## src/rtl/cc_bus_sequencer_if.sv

```systemverilog
// rtl/cc_bus_sequencer_if.sv - instruction/bus-mux handshake bundle for cc_bus_sequencer
// master drives instructions and hold; slave is the sequencer itself.
interface cc_bus_sequencer_if #(
  parameter int DATAWIDTH_MUX_SELECTION_REG     = 5,
  parameter int DATAWIDTH_MUX_SELECTION_CONTROL = 6,
  parameter int DATAWIDTH_COUNT                 = 4
);
  localparam int INSTR_W = 1 + DATAWIDTH_MUX_SELECTION_CONTROL
                             + DATAWIDTH_MUX_SELECTION_REG + DATAWIDTH_COUNT;

  logic [INSTR_W-1:0]                         CC_SEQ_instr_InBUS;
  logic                                       CC_SEQ_instrValid_In;
  logic                                       CC_SEQ_instrReady_Out;
  logic                                       CC_SEQ_hold_In;
  logic                                       CC_SEQ_selector_Out;
  logic [DATAWIDTH_MUX_SELECTION_CONTROL-1:0] CC_SEQ_control_OutBUS;
  logic [DATAWIDTH_MUX_SELECTION_REG-1:0]     CC_SEQ_registro_OutBUS;
  logic                                       CC_SEQ_strobe_Out;
  logic                                       CC_SEQ_done_Out;
  logic                                       CC_SEQ_error_Out;

  modport master (
    output CC_SEQ_instr_InBUS, CC_SEQ_instrValid_In, CC_SEQ_hold_In,
    input  CC_SEQ_instrReady_Out, CC_SEQ_selector_Out, CC_SEQ_control_OutBUS,
           CC_SEQ_registro_OutBUS, CC_SEQ_strobe_Out, CC_SEQ_done_Out, CC_SEQ_error_Out
  );

  modport slave (
    input  CC_SEQ_instr_InBUS, CC_SEQ_instrValid_In, CC_SEQ_hold_In,
    output CC_SEQ_instrReady_Out, CC_SEQ_selector_Out, CC_SEQ_control_OutBUS,
           CC_SEQ_registro_OutBUS, CC_SEQ_strobe_Out, CC_SEQ_done_Out, CC_SEQ_error_Out
  );
endinterface

```

## src/rtl/cc_bus_sequencer.sv

```systemverilog
// rtl/cc_bus_sequencer.sv - issues count+1 bus-mux beats per captured instruction
// Optional code range check enabled by defining CC_BUS_SEQUENCER_RANGECHECK_EN.
module cc_bus_sequencer #(
  parameter int DATAWIDTH_MUX_SELECTION_REG     = 5,
  parameter int DATAWIDTH_MUX_SELECTION_CONTROL = 6,
  parameter int DATAWIDTH_COUNT                 = 4
) (
  input logic           CC_SEQ_CLOCK_50,
  input logic           CC_SEQ_RESET_InHigh,
  cc_bus_sequencer_if.slave bus
);
  localparam int REG_W   = DATAWIDTH_MUX_SELECTION_REG;
  localparam int CTRL_W  = DATAWIDTH_MUX_SELECTION_CONTROL;
  localparam int CNT_W   = DATAWIDTH_COUNT;
  localparam int INSTR_W = 1 + CTRL_W + REG_W + CNT_W;

  typedef enum logic [1:0] {IDLE, ISSUE, DONE} state_t;

  state_t              state, state_next;
  logic                src_q;
  logic [CTRL_W-1:0]   control_q;
  logic [REG_W-1:0]    registro_q;
  logic [CNT_W-1:0]    count_q;

  logic                src_in;
  logic [CTRL_W-1:0]   control_in, control_cap;
  logic [REG_W-1:0]    registro_in, registro_cap;
  logic [CNT_W-1:0]    count_in;
  logic                capture, beat;

  assign src_in      = bus.CC_SEQ_instr_InBUS[INSTR_W-1];
  assign control_in  = bus.CC_SEQ_instr_InBUS[INSTR_W-2 -: CTRL_W];
  assign registro_in = bus.CC_SEQ_instr_InBUS[REG_W+CNT_W-1 -: REG_W];
  assign count_in    = bus.CC_SEQ_instr_InBUS[CNT_W-1:0];

  assign capture = (state == IDLE) && bus.CC_SEQ_instrValid_In;
  assign beat    = (state == ISSUE) && !bus.CC_SEQ_hold_In;

`ifdef CC_BUS_SEQUENCER_RANGECHECK_EN
  logic ctrl_bad, reg_bad, error_q;

  // Only the code selected by src is range-checked; an offending code is zeroed.
  assign ctrl_bad     = !src_in && (32'(control_in) > 32'd11);
  assign reg_bad      =  src_in && (32'(registro_in) > 32'd11);
  assign control_cap  = ctrl_bad ? '0 : control_in;
  assign registro_cap = reg_bad  ? '0 : registro_in;

  always_ff @(posedge CC_SEQ_CLOCK_50) begin
    if (CC_SEQ_RESET_InHigh) begin
      error_q <= 1'b0;
    end else if (capture && (ctrl_bad || reg_bad)) begin
      error_q <= 1'b1;
    end
  end

  assign bus.CC_SEQ_error_Out = error_q;
`else
  assign control_cap  = control_in;
  assign registro_cap = registro_in;
  assign bus.CC_SEQ_error_Out = 1'b0;
`endif

  always_ff @(posedge CC_SEQ_CLOCK_50) begin
    if (CC_SEQ_RESET_InHigh) begin
      state      <= IDLE;
      src_q      <= 1'b0;
      control_q  <= '0;
      registro_q <= '0;
      count_q    <= '0;
    end else begin
      state <= state_next;
      if (capture) begin
        src_q      <= src_in;
        control_q  <= control_cap;
        registro_q <= registro_cap;
        count_q    <= count_in;
      end else if (beat && (count_q != '0)) begin
        count_q <= count_q - 1'b1;
      end
    end
  end

  always_comb begin
    state_next = state;
    unique case (state)
      IDLE:    if (bus.CC_SEQ_instrValid_In) state_next = ISSUE;
      ISSUE:   if (beat && (count_q == '0)) state_next = DONE;
      DONE:    state_next = IDLE;
      default: state_next = IDLE;
    endcase
  end

  // Handshake outputs are masked while reset is asserted so an aborted burst emits nothing more.
  assign bus.CC_SEQ_instrReady_Out  = (state == IDLE) && !CC_SEQ_RESET_InHigh;
  assign bus.CC_SEQ_strobe_Out      = beat && !CC_SEQ_RESET_InHigh;
  assign bus.CC_SEQ_done_Out        = (state == DONE) && !CC_SEQ_RESET_InHigh;
  assign bus.CC_SEQ_selector_Out    = src_q;
  assign bus.CC_SEQ_control_OutBUS  = control_q;
  assign bus.CC_SEQ_registro_OutBUS = registro_q;
endmodule

```

## src/flat_wrapper.sv

```systemverilog
// flat-port wrapper written by rule: the top's interface ports become plain ports
module cc_bus_sequencer_flat 
#(
  parameter int DATAWIDTH_MUX_SELECTION_REG     = 5,
  parameter int DATAWIDTH_MUX_SELECTION_CONTROL = 6,
  parameter int DATAWIDTH_COUNT                 = 4
)
  (CC_SEQ_CLOCK_50, CC_SEQ_RESET_InHigh, bus_CC_SEQ_instr_InBUS, bus_CC_SEQ_instrValid_In, bus_CC_SEQ_hold_In, bus_CC_SEQ_instrReady_Out, bus_CC_SEQ_selector_Out, bus_CC_SEQ_control_OutBUS, bus_CC_SEQ_registro_OutBUS, bus_CC_SEQ_strobe_Out, bus_CC_SEQ_done_Out, bus_CC_SEQ_error_Out);
  cc_bus_sequencer_if #(.DATAWIDTH_MUX_SELECTION_REG(DATAWIDTH_MUX_SELECTION_REG), .DATAWIDTH_MUX_SELECTION_CONTROL(DATAWIDTH_MUX_SELECTION_CONTROL), .DATAWIDTH_COUNT(DATAWIDTH_COUNT)) bus_i ();
  input logic CC_SEQ_CLOCK_50;
  input logic CC_SEQ_RESET_InHigh;
  input wire logic [$bits(bus_i.CC_SEQ_instr_InBUS)-1:0] bus_CC_SEQ_instr_InBUS;
  input wire logic [$bits(bus_i.CC_SEQ_instrValid_In)-1:0] bus_CC_SEQ_instrValid_In;
  input wire logic [$bits(bus_i.CC_SEQ_hold_In)-1:0] bus_CC_SEQ_hold_In;
  output wire logic [$bits(bus_i.CC_SEQ_instrReady_Out)-1:0] bus_CC_SEQ_instrReady_Out;
  output wire logic [$bits(bus_i.CC_SEQ_selector_Out)-1:0] bus_CC_SEQ_selector_Out;
  output wire logic [$bits(bus_i.CC_SEQ_control_OutBUS)-1:0] bus_CC_SEQ_control_OutBUS;
  output wire logic [$bits(bus_i.CC_SEQ_registro_OutBUS)-1:0] bus_CC_SEQ_registro_OutBUS;
  output wire logic [$bits(bus_i.CC_SEQ_strobe_Out)-1:0] bus_CC_SEQ_strobe_Out;
  output wire logic [$bits(bus_i.CC_SEQ_done_Out)-1:0] bus_CC_SEQ_done_Out;
  output wire logic [$bits(bus_i.CC_SEQ_error_Out)-1:0] bus_CC_SEQ_error_Out;
  assign bus_i.CC_SEQ_instr_InBUS = bus_CC_SEQ_instr_InBUS;
  assign bus_i.CC_SEQ_instrValid_In = bus_CC_SEQ_instrValid_In;
  assign bus_i.CC_SEQ_hold_In = bus_CC_SEQ_hold_In;
  assign bus_CC_SEQ_instrReady_Out = bus_i.CC_SEQ_instrReady_Out;
  assign bus_CC_SEQ_selector_Out = bus_i.CC_SEQ_selector_Out;
  assign bus_CC_SEQ_control_OutBUS = bus_i.CC_SEQ_control_OutBUS;
  assign bus_CC_SEQ_registro_OutBUS = bus_i.CC_SEQ_registro_OutBUS;
  assign bus_CC_SEQ_strobe_Out = bus_i.CC_SEQ_strobe_Out;
  assign bus_CC_SEQ_done_Out = bus_i.CC_SEQ_done_Out;
  assign bus_CC_SEQ_error_Out = bus_i.CC_SEQ_error_Out;
  cc_bus_sequencer #(.DATAWIDTH_MUX_SELECTION_REG(DATAWIDTH_MUX_SELECTION_REG), .DATAWIDTH_MUX_SELECTION_CONTROL(DATAWIDTH_MUX_SELECTION_CONTROL), .DATAWIDTH_COUNT(DATAWIDTH_COUNT)) u_core (.CC_SEQ_CLOCK_50(CC_SEQ_CLOCK_50), .CC_SEQ_RESET_InHigh(CC_SEQ_RESET_InHigh), .bus(bus_i));
endmodule
```

## config.mk

```make
export PLATFORM = sky130hd
export DESIGN_NAME = cc_bus_sequencer_flat
export DESIGN_NICKNAME = d
export VERILOG_FILES = /design/src/rtl/cc_bus_sequencer_if.sv /design/src/rtl/cc_bus_sequencer.sv /design/src/flat_wrapper.sv
export SDC_FILE = /design/constraint.sdc
export NUM_CORES = 1
export LEC_CHECK = 0
export CORE_MARGIN = 4
export CORE_UTILIZATION = 44
export CTS_BUF_LIST = sky130_fd_sc_hd__clkbuf_8
export CTS_CLUSTER_DIAMETER = 40
export DETAILED_ROUTE_END_ITERATION = 8
export HOLD_SLACK_MARGIN = 0.05
export PLACE_DENSITY = 0.95
export SLEW_MARGIN = 15
export SYNTH_ARGS = -nofsm -noshare
export SYNTH_HDL_FRONTEND = slang
export SYNTH_SLANG_ARGS = --single-unit
```

## constraint.sdc

```tcl
create_clock -name CC_SEQ_CLOCK_50 -period 3.4 [get_ports CC_SEQ_CLOCK_50]
set_input_delay 0.34 -clock CC_SEQ_CLOCK_50 [delete_from_list [all_inputs] [get_ports CC_SEQ_CLOCK_50]]
set_output_delay 0.34 -clock CC_SEQ_CLOCK_50 [all_outputs]
set_load 0.02 [all_outputs]
```

# After elaboration in Yosys (flattened, before gate mapping)

Index checks and enable logic that the tools add are counted.

Bits in registers: 18
Input bits: 20
Output and inout port bits: 16

$add $sub $neg: 1
Equal/unequal tests: 4
Muxes and demuxes: 5
Reduce and logical (&&, ||, !) cells: 14

Operators with widths:

| cell                  | count |
|---|---|
| $mux W4               | 2 |
| $logic_and A1 B1 Y1   | 7 |
| $logic_not A4 Y1      | 1 |
| $mux W2               | 2 |
| $ne A2 B2 Y1 const B  | 2 |
| $pmux W2 S2           | 1 |
| $reduce_bool A4 Y1    | 1 |
| $sub A4 B1 Y4 const B | 1 |
| $eq A2 B1 Y1 const B  | 1 |
| $eq A2 B2 Y1 const B  | 1 |
| $logic_not A1 Y1      | 2 |
| $logic_not A2 Y1      | 1 |
| $reduce_and A2 Y1     | 1 |
| $reduce_bool A2 Y1    | 1 |

# Logic depth before layout (Yosys ltp)

Depth in word-level cells: 5
Gate-level depth with buffers: 5
Depth with buffers taken out: 5

# Least setup slack after synthesis

No wires, ideal clock.

Path kind: register to register
From: register u_core.state[0]
To: register u_core.count_q[3]
Library setup time: 0.074 ns
Data arrival time: 1.448 ns
Required time: 3.326 ns
Slack: 1.878 ns
Stages on the path, launching flop included: 5
Buffers on the path: 1
Period minus slack after synthesis: 1.522 ns
Cell sequence: dfxtp_1 > or3b_1 > buf_2 > or4_1 > a31oi_1

Longest elaborated chain between the ends: 4
Elaborated cells between the ends (all ways): 7

Ends and longest elaborated chain:

| element                      | line                   | source |
|---|---|---|
| start, declared              | cc_bus_sequencer.sv:19 | `state_t state, state_next;` |
| start signal, assigned       | cc_bus_sequencer.sv:71 | `state <= state_next;` |
| $eq A2 B1 Y1                 | cc_bus_sequencer.sv:37 | `assign beat = (state == ISSUE) && !bus.CC_SEQ_hold_In;` |
| $logic_and A1 B1 Y1          | cc_bus_sequencer.sv:37 |  |
| $logic_and A1 B1 Y1          | cc_bus_sequencer.sv:77 | `end else if (beat && (count_q != '0)) begin` |
| $reduce_bool A2 Y1 (no line) | n/a                    |  |
| end signal, assigned         | cc_bus_sequencer.sv:76 | `count_q <= count_in;` |
| end signal, assigned         | cc_bus_sequencer.sv:78 | `count_q <= count_q - 1'b1;` |
| end, declared                | cc_bus_sequencer.sv:23 | `logic [CNT_W-1:0] count_q;` |

Parallel ways exist; a longest one is shown, timed or not.
A chain may end at the register's enable or synchronous reset.

# Final worst setup path

From: input bus_CC_SEQ_hold_In
To: output bus_CC_SEQ_strobe_Out

Longest elaborated chain between the ends: 3

Ends and longest elaborated chain:

| element             | line                   | source |
|---|---|---|
| start, declared     | flat_wrapper.sv:14     | `input wire logic [$bits(bus_i.CC_SEQ_hold_In)-1:0] bus_CC_SEQ_hold_In;` |
| $logic_not A1 Y1    | cc_bus_sequencer.sv:37 |  |
| $logic_and A1 B1 Y1 | cc_bus_sequencer.sv:37 |  |
| $logic_and A1 B1 Y1 | cc_bus_sequencer.sv:95 | `assign bus.CC_SEQ_strobe_Out = beat && !CC_SEQ_RESET_InHigh;` |
| end, declared       | flat_wrapper.sv:19     | `output wire logic [$bits(bus_i.CC_SEQ_strobe_Out)-1:0] bus_CC_SEQ_strobe_Out;` |

No other way between the ends.

==> out/results.tsv <==
stage	metric	value	unit
place	port-buffer-count	34	
critical_path	crit_required	3060	ps
clock_tree	htreeDepth	1	
sta	finClkSkew	1.77	ps
route	drtIter0Drc	12	
sta	post-route-min-period	2340	ps
sta	finalSetupViolCount	0	
sta	fin_crit_sh	68.8	%
final_layout	ff_latch_area	360	µm²
clock_tree	post_cts_buffers	0	
global_routing	first_global_vias	815	
clock_tree	cts.sinks	18	
critical_path	path_max_fanout	7	
logic_synthesis	ys_seq_elements	18	
power_and_ir_drop	ir_drop	0.000379	V
floorplan	start_util	48.7	%
logic_synthesis	syn_nets	119	
clock_tree	cts_root_buffer	clkbuf_8	
hold_path	hold_start	u_core.bus.CC_SEQ_control_OutBUS[3]	
logic_synthesis	synth.distinct_cells	24	
floorplan	die-area	2480	µm²
sta	fmax	0.428	GHz
logic_synthesis	synth-main-ff-cell	dfxtp_1	
hold_path	min_delay_worst_endpoint	u_core.bus.CC_SEQ_control_OutBUS[3]	
sta	finalHoldViolCount	0	
clock_tree	cts_resized	0	
critical_path	start_kind	input port	
critical_path	timing.rr.end	u_core.count_q[3]	
route	firstDrtPassIters	4	
floorplan	rows	14	
clock_tree	clk_latency	250	ps
final_layout	multi_input_comb_area	360	µm²
power_and_ir_drop	power.leakage	0.440	nW
logic_synthesis	synth-seq-area-share	47.0	%
critical_path	rrSetupSlack	1760	ps
critical_path	rr_worst_depth	3	
global_routing	grt_remaining_overflow	0	
logic_synthesis	syn_area	767	µm²
critical_path	crit_family	buffers and inverters	
clock_tree	cts_hold_buf	0	
logic_synthesis	async_flop_share	0	%
route	drc_errors	0	
place	globalplace.congestion	0.833	
final_layout	diodes	0	
job	cap_violations	0	
final_layout	nFillCells	132	
power_and_ir_drop	p_total	0.000535	W
global_routing	grt_usage	17.5	%
clock_tree	cts_tree	built	
clock_tree	clk_path_buf_depth	2	
critical_path	crit_buf_inv	2	
final_layout	synthToLayoutAreaGrowth	52.0	%
outcome	outcome	finished clean	
clock_tree	numCtsBuffers	3	
floorplan	dieWidth	49.8	µm
critical_path	crit_top_cell	clkdlybuf4s50_1	
final_layout	drive_above_1_share	6.11	%
final_layout	nets	153	
power_and_ir_drop	power_per_cell_area	459	nW/µm²
critical_path	worstPathArrival	2000	ps
sta	drv_slew	0	
floorplan	fp.coreArea	1580	µm²
global_routing	antenna_found_initial	0	
logic_synthesis	yosysWarnings	0	
critical_path	worst_setup_path_end_kind	output pin	
global_routing	grt_pass1_wl	3.39	mm
floorplan	fp.dieH	49.8	µm
route	drt_wl_total	2.06	mm
hold_path	hp-class	reg -> reg	
critical_path	cp_slowest_stage_delay	610	ps
floorplan	boundaryPins	36	
route	vias	794	
route	via_per_inst	5.40	
critical_path	slowest_stage	clkdlybuf4s50_1	
route	wire_per_inst	14.0	µm
critical_path	path_class	in -> out	
final_layout	utilization	74.0	%
logic_synthesis	synth_edf_count	0	
route	ant_nets	0	
sta	tns	0	ps
hold_path	min_path_cells	2	
place	dp_hpwl	1.45	mm
global_routing	grt_max_degree	22	
sta	rsz0062_at_grt	no	
clock_tree	clkSlewWorstSetupHoldPaths	70	ps
critical_path	crit_chain	clkdlybuf4s50_1, or3b_1, nor2_1, clkdlybuf4s50_1	
logic_synthesis	syn_avg_cell_area	7.83	µm²
logic_synthesis	syn-instance-count	98	
critical_path	worstReg2RegStart	u_core.state[0]	
## metal layers
metal  routed length, µm  share of wire [%]  vias to the layer above  global-route usage (%)
li1                    -                  -                      396                       -
met1                 857                 42                      366                    18.0
met2                1050                 51                       28                    31.9
met3                 119                5.8                        4                    3.92
met4                  29                1.4                        0                    10.1
met5                   0                  0                        -                       0
## where the power goes
group,switching [W],internal (W),total (W)
Combinational,0.0000615,0.0000619,0.000123
Clock,0.0000699,0.000103,0.000173
Sequential,0.0000115,0.000227,0.000239
## state kept, by name, indices dropped and copies added, names as in the netlist
| signal | flops |
|---|---|
| u_core.bus.CC_SEQ_control_OutBUS | 6 |
| u_core.bus.CC_SEQ_registro_OutBUS | 5 |
| u_core.bus.CC_SEQ_selector_Out | 1 |
| u_core.count_q | 4 |
| u_core.state | 2 |
## stage by stage
| stage | cell area [µm²] | worst slack (ps) | hold WS (ps) | cells |
|---|---|---|---|---|
| finish | 1170 | 1060 | 456 | 147 |
| global route | 1170 | 995 | 485 | 147 |
| CTS | 1170 | 1060 | 461 | 147 |
| detailed placement | 1110 | 1060 | 449 | 143 |
| global placement | 1110 | 1120 | 441 | 143 |
| floorplan | 767 | 1880 | 476 | 98 |
## layout by cell type, fill, tap and decap left out, drive strengths merged
master         instances
nor3                   2
nor2                   4
inv                    4
dfxtp                 18
a31oi                  1
nand4b                 1
o21ai                  5
a21oi                 13
ha                     1
o2111ai                1
nor3b                  4
a311oi                 2
nand4                  1
or3                    1
buf                    2
clkbuf                 4
nand2                 24
or3b                   3
nand3                  3
clkdlybuf4s50         34
or4                    1
nor2b                  1
conb                   1
## kinds of logic (layout without fill, tap and decap cells)
kind of cell	count (synthesis)	after routing	synth area share, %
compound gates	22	22	16.0
fa+ha+maj	1	1	1.63
buf+inv	11	44	6.04
flops	18	18	47.0
other cells	1	1	0.489
simple gates	45	45	28.9
## layout make-up
cell class / count / area share, %
flip-flops and latches: 18 / 30.9
multi-input cells: 69 / 30.9
repair buffers: 36 / 30.5
clock buffers: 4 / 4.72
well taps: 16 / 1.72
inverters: 4 / 1.29
## worst max path at each step
stage                            start                     to  slack [ps]  cells past startpoint
global placement    bus_CC_SEQ_hold_In  bus_CC_SEQ_strobe_Out        1120                      4
floorplan              u_core.state[0]      u_core.count_q[3]        1880                      4
finish              bus_CC_SEQ_hold_In  bus_CC_SEQ_strobe_Out        1060                      4
detailed placement  bus_CC_SEQ_hold_In  bus_CC_SEQ_strobe_Out        1060                      4
CTS                 bus_CC_SEQ_hold_In  bus_CC_SEQ_strobe_Out        1060                      4
global route        bus_CC_SEQ_hold_In  bus_CC_SEQ_strobe_Out         990                      4
## tightest hold or removal path: stages (launching register included)
cell and delay, ps:
dfxtp_1 310, nand2_1 50, a21oi_1 50
## Yosys cell counts (all sizes together), types with 3 or more instances
master,instances,area share (%)
nand2,24,12
clkbuf,5,2.4
a21oi,13,8.5
nor3b,4,3.9
or3b,3,3.4
inv,4,2.0
nand3,3,2.0
o21ai,5,3.3
dfxtp,18,47
nor2,4,2.0
Note: power is estimated with default switching activity, not from simulation.
